[config.mk]
export PLATFORM = sky130hd
export DESIGN_NAME = pc_sequencer
export DESIGN_NICKNAME = d
export VERILOG_FILES = /design/src/rtl/pc_sequencer.sv
export SDC_FILE = /design/constraint.sdc
export NUM_CORES = 1
export LEC_CHECK = 0
export CELL_PAD_IN_SITES_DETAIL_PLACEMENT = 2
export CELL_PAD_IN_SITES_GLOBAL_PLACEMENT = 2
export CORE_MARGIN = 3
export CORE_UTILIZATION = 23
export CTS_CLUSTER_DIAMETER = 150
export DETAILED_ROUTE_END_ITERATION = 7
export GPL_TIMING_DRIVEN = 0
export HOLD_SLACK_MARGIN = 0.06
export PLACE_DENSITY_LB_ADDON = 0.1
export SYNTH_ARGS = -nofsm -noshare
export SYNTH_HDL_FRONTEND = slang
export SYNTH_SLANG_ARGS = --single-unit
[constraint.sdc]
create_clock -name clk -period 2.3 [get_ports clk]
set_clock_uncertainty 0.15 [all_clocks]
set_input_delay 0.46 -clock clk [delete_from_list [all_inputs] [get_ports clk]]
set_output_delay 0.46 -clock clk [all_outputs]
set_load 0.05 [all_outputs]
[src/rtl/pc_sequencer.sv]
// pc_sequencer: fetch program-counter register and next-PC selection for the
// RISC core. Chooses between increment, branch, jump, call/return, stall hold
// and halt, and drives instruction-memory fetch qualification.
//
// Optional build macro: PC_RAS_EN
//   defined   - a circular return-address stack of RAS_DEPTH entries is built;
//               call pushes pc+1, ret pops (empty pop loads RESET_PC and
//               pulses ras_err).
//   undefined - no RAS storage; call behaves as jump, ret is ignored and
//               ras_err stays 0.
//
// Ports:
//   clk, rst            clock, synchronous active-high reset
//   stall               hold the PC (level)
//   halt, resume        enter / leave HALT
//   branch_taken/target conditional branch redirect
//   jump/jump_target    unconditional jump redirect
//   call, ret           subroutine call (to jump_target) / return
//   pc                  registered fetch address
//   fetch_valid         pc is fetched this cycle (state is RUN)
//   flush               first cycle pc holds a redirect target
//   halted              state is HALT
//   ras_err             one-cycle pulse on RAS underflow
module pc_sequencer #(
  parameter int          PC_W      = 11,
  parameter int unsigned RESET_PC  = 0,
  parameter int          RAS_DEPTH = 4
) (
  input  logic            clk,
  input  logic            rst,
  input  logic            stall,
  input  logic            halt,
  input  logic            resume,
  input  logic            branch_taken,
  input  logic [PC_W-1:0] branch_target,
  input  logic            jump,
  input  logic [PC_W-1:0] jump_target,
  input  logic            call,
  input  logic            ret,
  output logic [PC_W-1:0] pc,
  output logic            fetch_valid,
  output logic            flush,
  output logic            halted,
  output logic            ras_err
);

  localparam logic [PC_W-1:0] RST_PC = PC_W'(RESET_PC);

  // Legacy encodings kept so the state values stay unchanged.
  localparam logic [1:0] S_BOOT  = 2'd0;
  localparam logic [1:0] S_RUN   = 2'd1;
  localparam logic [1:0] S_STALL = 2'd2;
  localparam logic [1:0] S_HALT  = 2'd3;

  typedef enum logic [1:0] {
    BOOT  = S_BOOT,
    RUN   = S_RUN,
    STALL = S_STALL,
    HALT  = S_HALT
  } state_t;

  state_t          state_q, state_d;
  logic [PC_W-1:0] pc_q, pc_d;
  logic            fetch_valid_q, fetch_valid_d;
  logic            flush_q, flush_d;
  logic            halted_q, halted_d;
  logic            ras_err_q, ras_err_d;

  logic [PC_W-1:0] pc_inc;
  logic            ras_push, ras_pop;
  logic            ret_en;
  logic            ras_avail;
  logic [PC_W-1:0] ras_top;

  assign pc_inc = pc_q + 1'b1;

`ifdef PC_RAS_EN
  localparam int SP_W = $clog2(RAS_DEPTH);
  localparam logic [SP_W:0] RAS_FULL = (SP_W + 1)'(RAS_DEPTH);

  logic [PC_W-1:0] ras_q [RAS_DEPTH];
  logic [PC_W-1:0] ras_d [RAS_DEPTH];
  logic [SP_W-1:0] sp_q, sp_d;     // next free slot; wraps, overwriting oldest
  logic [SP_W:0]   cnt_q, cnt_d;   // valid entries, saturates at RAS_DEPTH

  assign ret_en    = ret;
  assign ras_avail = (cnt_q != '0);
  assign ras_top   = ras_q[sp_q - 1'b1];

  always_comb begin
    ras_d = ras_q;
    sp_d  = sp_q;
    cnt_d = cnt_q;
    if (ras_push) begin
      ras_d[sp_q] = pc_inc;
      sp_d        = sp_q + 1'b1;
      if (cnt_q != RAS_FULL) cnt_d = cnt_q + 1'b1;
    end else if (ras_pop) begin
      sp_d  = sp_q - 1'b1;
      cnt_d = cnt_q - 1'b1;
    end
  end

  always_ff @(posedge clk) begin
    if (rst) begin
      for (int unsigned i = 0; i < RAS_DEPTH; i++) ras_q[i] <= '0;
      sp_q  <= '0;
      cnt_q <= '0;
    end else begin
      ras_q <= ras_d;
      sp_q  <= sp_d;
      cnt_q <= cnt_d;
    end
  end
`else
  logic unused_ras;

  assign ret_en     = 1'b0;
  assign ras_avail  = 1'b0;
  assign ras_top    = '0;
  assign unused_ras = ^{ret, ras_push, ras_pop};
`endif

  always_comb begin
    state_d   = state_q;
    pc_d      = pc_q;
    flush_d   = 1'b0;
    ras_err_d = 1'b0;
    ras_push  = 1'b0;
    ras_pop   = 1'b0;
    // Without the RAS, ret_en is 0 and call falls through to the jump path.
    unique case (state_q)
      BOOT: state_d = RUN;
      RUN, STALL: begin
        if (halt)       state_d = HALT;
        else if (stall) state_d = STALL;
        else            state_d = RUN;

        if (ret_en) begin
          flush_d = 1'b1;
          if (ras_avail) begin
            pc_d    = ras_top;
            ras_pop = 1'b1;
          end else begin
            pc_d      = RST_PC;
            ras_err_d = 1'b1;
          end
        end else if (call) begin
          pc_d     = jump_target;
          flush_d  = 1'b1;
          ras_push = 1'b1;
        end else if (jump) begin
          pc_d    = jump_target;
          flush_d = 1'b1;
        end else if (branch_taken) begin
          pc_d    = branch_target;
          flush_d = 1'b1;
        end else if (state_q == RUN && !stall && !halt) begin
          // Only advance past a pc that was actually fetched; leaving STALL
          // refetches the held pc.
          pc_d = pc_inc;
        end
      end
      HALT: if (resume) state_d = RUN;
      default: state_d = BOOT;
    endcase
    fetch_valid_d = (state_d == RUN);
    halted_d      = (state_d == HALT);
  end

  always_ff @(posedge clk) begin
    if (rst) begin
      state_q       <= BOOT;
      pc_q          <= RST_PC;
      fetch_valid_q <= 1'b0;
      flush_q       <= 1'b0;
      halted_q      <= 1'b0;
      ras_err_q     <= 1'b0;
    end else begin
      state_q       <= state_d;
      pc_q          <= pc_d;
      fetch_valid_q <= fetch_valid_d;
      flush_q       <= flush_d;
      halted_q      <= halted_d;
      ras_err_q     <= ras_err_d;
    end
  end

  assign pc          = pc_q;
  assign fetch_valid = fetch_valid_q;
  assign flush       = flush_q;
  assign halted      = halted_q;
  assign ras_err     = ras_err_q;

endmodule

After elaboration in Yosys (flattened, before gate mapping)
Cells that the tools add are included.
- equality and inequality tests: 5
- reductions and logical operators: 9
- multiplexer cells: 11
- $add $sub $neg: 1
- bitwise operators: 1
- operator list (operator ; number):
    11-bit 2-to-1 mux ; 4
    11-bit by 1-bit adder with 11-bit output (second input constant) ; 1
    2-bit == test (second input constant) ; 3
    2-bit 2-to-1 mux ; 3
    2-bit one-hot mux with 3 select lines ; 1
    2-bit by 1-bit == test with 1-bit output (second input constant) ; 2
    4-bit nonzero test ; 1
    2-bit OR reduction ; 2
    1-bit 2-to-1 mux ; 3
    1-bit logical AND ; 2
    1-bit logical NOT ; 2
    2-bit logical NOT ; 1
    2-bit AND reduction ; 1
    1-bit NOT ; 1
- output and inout bits: 15
- bits of input ports: 31
- logic and storage cells: 32
- bits in registers: 16

Longest topological paths before layout
- depth after elaboration: 7
- mapped depth: 7
- depth with buffers taken out: 6

Least setup slack after synthesis
OpenSTA, ideal clock, no wires.
- kind: reg2reg
- start point: reg pc_q[0] (netlist: pc[0])
- end point: reg pc_q[10] (netlist: pc[10])
- stages on the path, launching flop included: 6
- data arrival time: 1.779 ns
- path buffers: 0
- setup slack: 0.279 ns
- data required time: 2.058 ns
- setup time: 0.092 ns
- period minus slack after synthesis: 2.021 ns
- cells stage by stage: dfxtp_1 ha_1 and3_1 nand4_1 o31a_1 o32ai_1
- cells in the longest elaborated chain, start to end: 5
- RTL lines (item ; line ; text):
    start, declared ; 63 ; logic [PC_W-1:0] pc_q, pc_d;
    start signal, assigned ; 181 ; pc_q <= pc_d;
    11-bit by 1-bit adder with 11-bit output ; 75 ; assign pc_inc = pc_q + 1'b1;
    11-bit 2-to-1 mux ; 158 ; end else if (state_q == RUN && !stall && !halt) begin
    11-bit 2-to-1 mux ; 155 ; end else if (branch_taken) begin
    11-bit 2-to-1 mux ; 152 ; end else if (jump) begin
    11-bit 2-to-1 mux ; 148 ; end else if (call) begin
Every way passes these cells. The select of a mux whose other input is x is not followed.
A chain may end at the register's enable or synchronous reset.

Final worst setup path
- start point: reg pc_q[0] (netlist: pc[0])
- end point: out pc[0]
- RTL lines (item ; line ; text):
    end, declared ; 40 ; output logic [PC_W-1:0] pc,
No word-level cell between the ends.

==> flow_summary.json <==
{
  "crit_path_max_fanout": 8,
  "slew_viol_final": 0,
  "ioPinCount": 46,
  "cp_slowest_cell": "clkdlybuf4s50_1",
  "period_share_pct": 96.8,
  "n_antenna_cell": 0,
  "yosysTopAreaCellShare_pct": 29.4,
  "cts-resized-gates": 0,
  "dp_hpwl_mm": 3.04,
  "drive_gt1_share_pct": 9.34,
  "rsz0062_at_grt": "no",
  "drt-initial-drc-count": 49,
  "syn_area_per_cell_um2": 8.07,
  "finalHoldViolCount": 0,
  "first_global_vias": 1260,
  "required_ns": 1.69,
  "cts_setup_buffers": 0,
  "overflow": 0,
  "rrSetupSlack_ns": 0.33,
  "outcome": "complete, no violations",
  "r2r-end": "pc[10]",
  "holdWs_ns": 0.375,
  "min_path_cells": 2,
  "totalPowerFinal_w": 0.00104,
  "synthesis.area_um2": 1090,
  "crit_buf_inv": 1,
  "ys_top_cells_by_count": "16 x dfxtp_1, 13 x a21oi_1, 11 x nand2_1",
  "die_x_um": 74.8,
  "holdCritPathClass": "flip-flop to flip-flop",
  "crit_arrival_ns": 1.62,
  "core_um2": 4470,
  "final_antenna_net_count": 0,
  "drt-total-wl_mm": 3.90,
  "synthCells": 135,
  "dr_total_vias": 1195,
  "cts-root-buf": "clkbuf_8",
  "fmax_ghz": 0.449,
  "ir_drop_mv": 0.194,
  "ys_top_cells_by_area": "dfxtp_1 29%, a21oi_1 6.0%, ha_1 5.7%, nand2_1 3.8%, o21ai_0 3.7%",
  "leakage_nw": 0.580,
  "gr-usage-all-layers_pct": 14.8,
  "hold_start": "pc[10]",
  "antenna_found_initial": 0,
  "grt_first_pass_wirelength_mm": 6.32,
  "viasPerCell": 5.11,
  "finalSetupTns_ns": 0,
  "cp_cell_sequence": "clkdlybuf4s50_1",
  "stdcell_count": 234,
  "cp-startpoint": "pc[0]",
  "ys.flop_type": "dfxtp_1",
  "worst_slew_margin_rel_pct": 53.0,
  "finalCriticalPeriod_ns": 2.23,
  "cp-start-kind": "flip-flop",
  "cap_violations": 0,
  "synth_cell_types": 47,
  "place_congestion": 0.756,
  "ctsHoldBuffers": 0,
  "finalNetCount": 219,
  "wl_per_cell_um": 16.6,
  "critPathKind": "flip-flop to output port",
  "drc_errors": 0,
  "r2r_cells": 5,
  "htree_levels": 1,
  "post-synth-top-count-cell": "dfxtp_1",
  "die_h_um": 74.8,
  "synthArstFlopShare_pct": 0,
  "cts_tree": "yes",
  "synth-seq-area-share_pct": 29.4,
  "ys.warnings.count": 0,
  "pwr_density_cell_nw_per_um2": 632,
  "worstMarginPinSlew_ns": 0.703,
  "syn_nets": 171,
  "cts.path.max_buffers": 2,
  "synth_edf_count": 0,
  "r2r-start": "pc[0]",
  "max_stage_delay_ns": 0.86,
  "place.port_buffers": 43,
  "drt-pass1-iter-count": 4,
  "clkTransAtPathRegs_ns": 0.08,
  "clkSinkCount": 16,
  "numCtsBuffers": 3,
  "area_delta_synth_final_pct": 50.6,
  "rows": 24,
  "cp_top_family": "buffers and inverters",
  "die-area_um2": 5600,
  "whs_endpoint": "pc[10]",
  "grt_max_degree": 11,
  "synth_seq_cells": 16,
  "dp_cells": 230,
  "cp-end-kind": "output port",
  "initial_core_util_pct": 24.4,
  "insertion_delay_ns": 0.26,
  "final-setup-viol-count": 0,
  "yosys.area.top_type": "dfxtp_1"
}
==> final cells by class <==
cell class	instances	area, um^2
clock buffer	4	55.1
tap	52	65.1
fill	514	2830
multi-input combinational	106	699
inverter	5	18.8
buffer	8	52.6
timing repair buffer	43	430
sequential	16	320
==> where the power goes <==
part	internal (W)	total, W	switching, W	leakage [nW]
clock network	0.000152	0.000268	0.000116	0.0288
registers	0.000312	0.000354	0.0000426	0.132
logic	0.000174	0.000415	0.000241	0.420
==> layout by cell type (no fill, tap or decap), types with 3 or more instances in the layout <==
cell | netlist | routed
a211oi_1 | 3 | 3
a21oi_1 | 13 | 13
clkbuf_8 | 0 | 4
clkdlybuf4s50_1 | 0 | 43
dfxtp_1 | 16 | 16
ha_1 | 5 | 5
inv_1 | 4 | 4
nand2_1 | 11 | 11
nand2b_1 | 5 | 5
nand3_1 | 4 | 4
nand4_1 | 3 | 3
nor2_1 | 10 | 10
o211ai_1 | 3 | 3
o21ai_0 | 8 | 8
o21ai_1 | 5 | 5
xnor2_1 | 3 | 3
==> layer usage <==
layer / part of all wire (%) / track usage [%]
met2: 50 / 25.4
met5: 0 / 0
met1: 46 / 19.4
met4: 0.92 / 4.15
met3: 3.0 / 2.14
==> registers in the layout, summed over array words and instances, names as in the netlist <==
signal	cells
pc	11
halted	1
flush	1
state_q	2
fetch_valid	1
==> stage by stage <==
stage                     util [%]  worst slack (ns)  cell area [um^2]
after detailed placement      35.4            -0.126              1590
final                         36.7            0.0743              1640
after global placement        35.4           -0.0627              1590
after CTS                     36.7            0.0514              1640
after global routing          36.7            0.0119              1640
after floorplan                  -             0.279              1090
==> worst max-delay path by stage <==
stage	end	cells after the start	slack (ns)
2_1_floorplan	pc[10]	5	0.28
3_3_place_gp	pc[5]	4	-0.06
3_5_place_dp	pc[9]	7	-0.13
4_1_cts	pc[0]	1	0.05
5_1_grt	pc[9]	6	0.01
6_report	pc[0]	1	0.07
==> cells by family (layout without fill, tap and decap cells) <==
| logic type | Yosys count | after routing | share of synthesized area, % |
|---|---|---|---|
| AO/OA/AOI/OAI | 47 | 47 | 30.2 |
| XOR/XNOR | 3 | 3 | 2.41 |
| adder cells (fa/ha/maj) | 5 | 5 | 5.74 |
| buffers and inverters | 13 | 60 | 6.43 |
| flip-flops | 16 | 16 | 29.4 |
| multiplexers | 2 | 2 | 1.84 |
| other | 1 | 1 | 0.344 |
| AND/OR/NAND/NOR | 48 | 48 | 23.7 |
No activity file was read; power rests on OpenSTA's default activity.
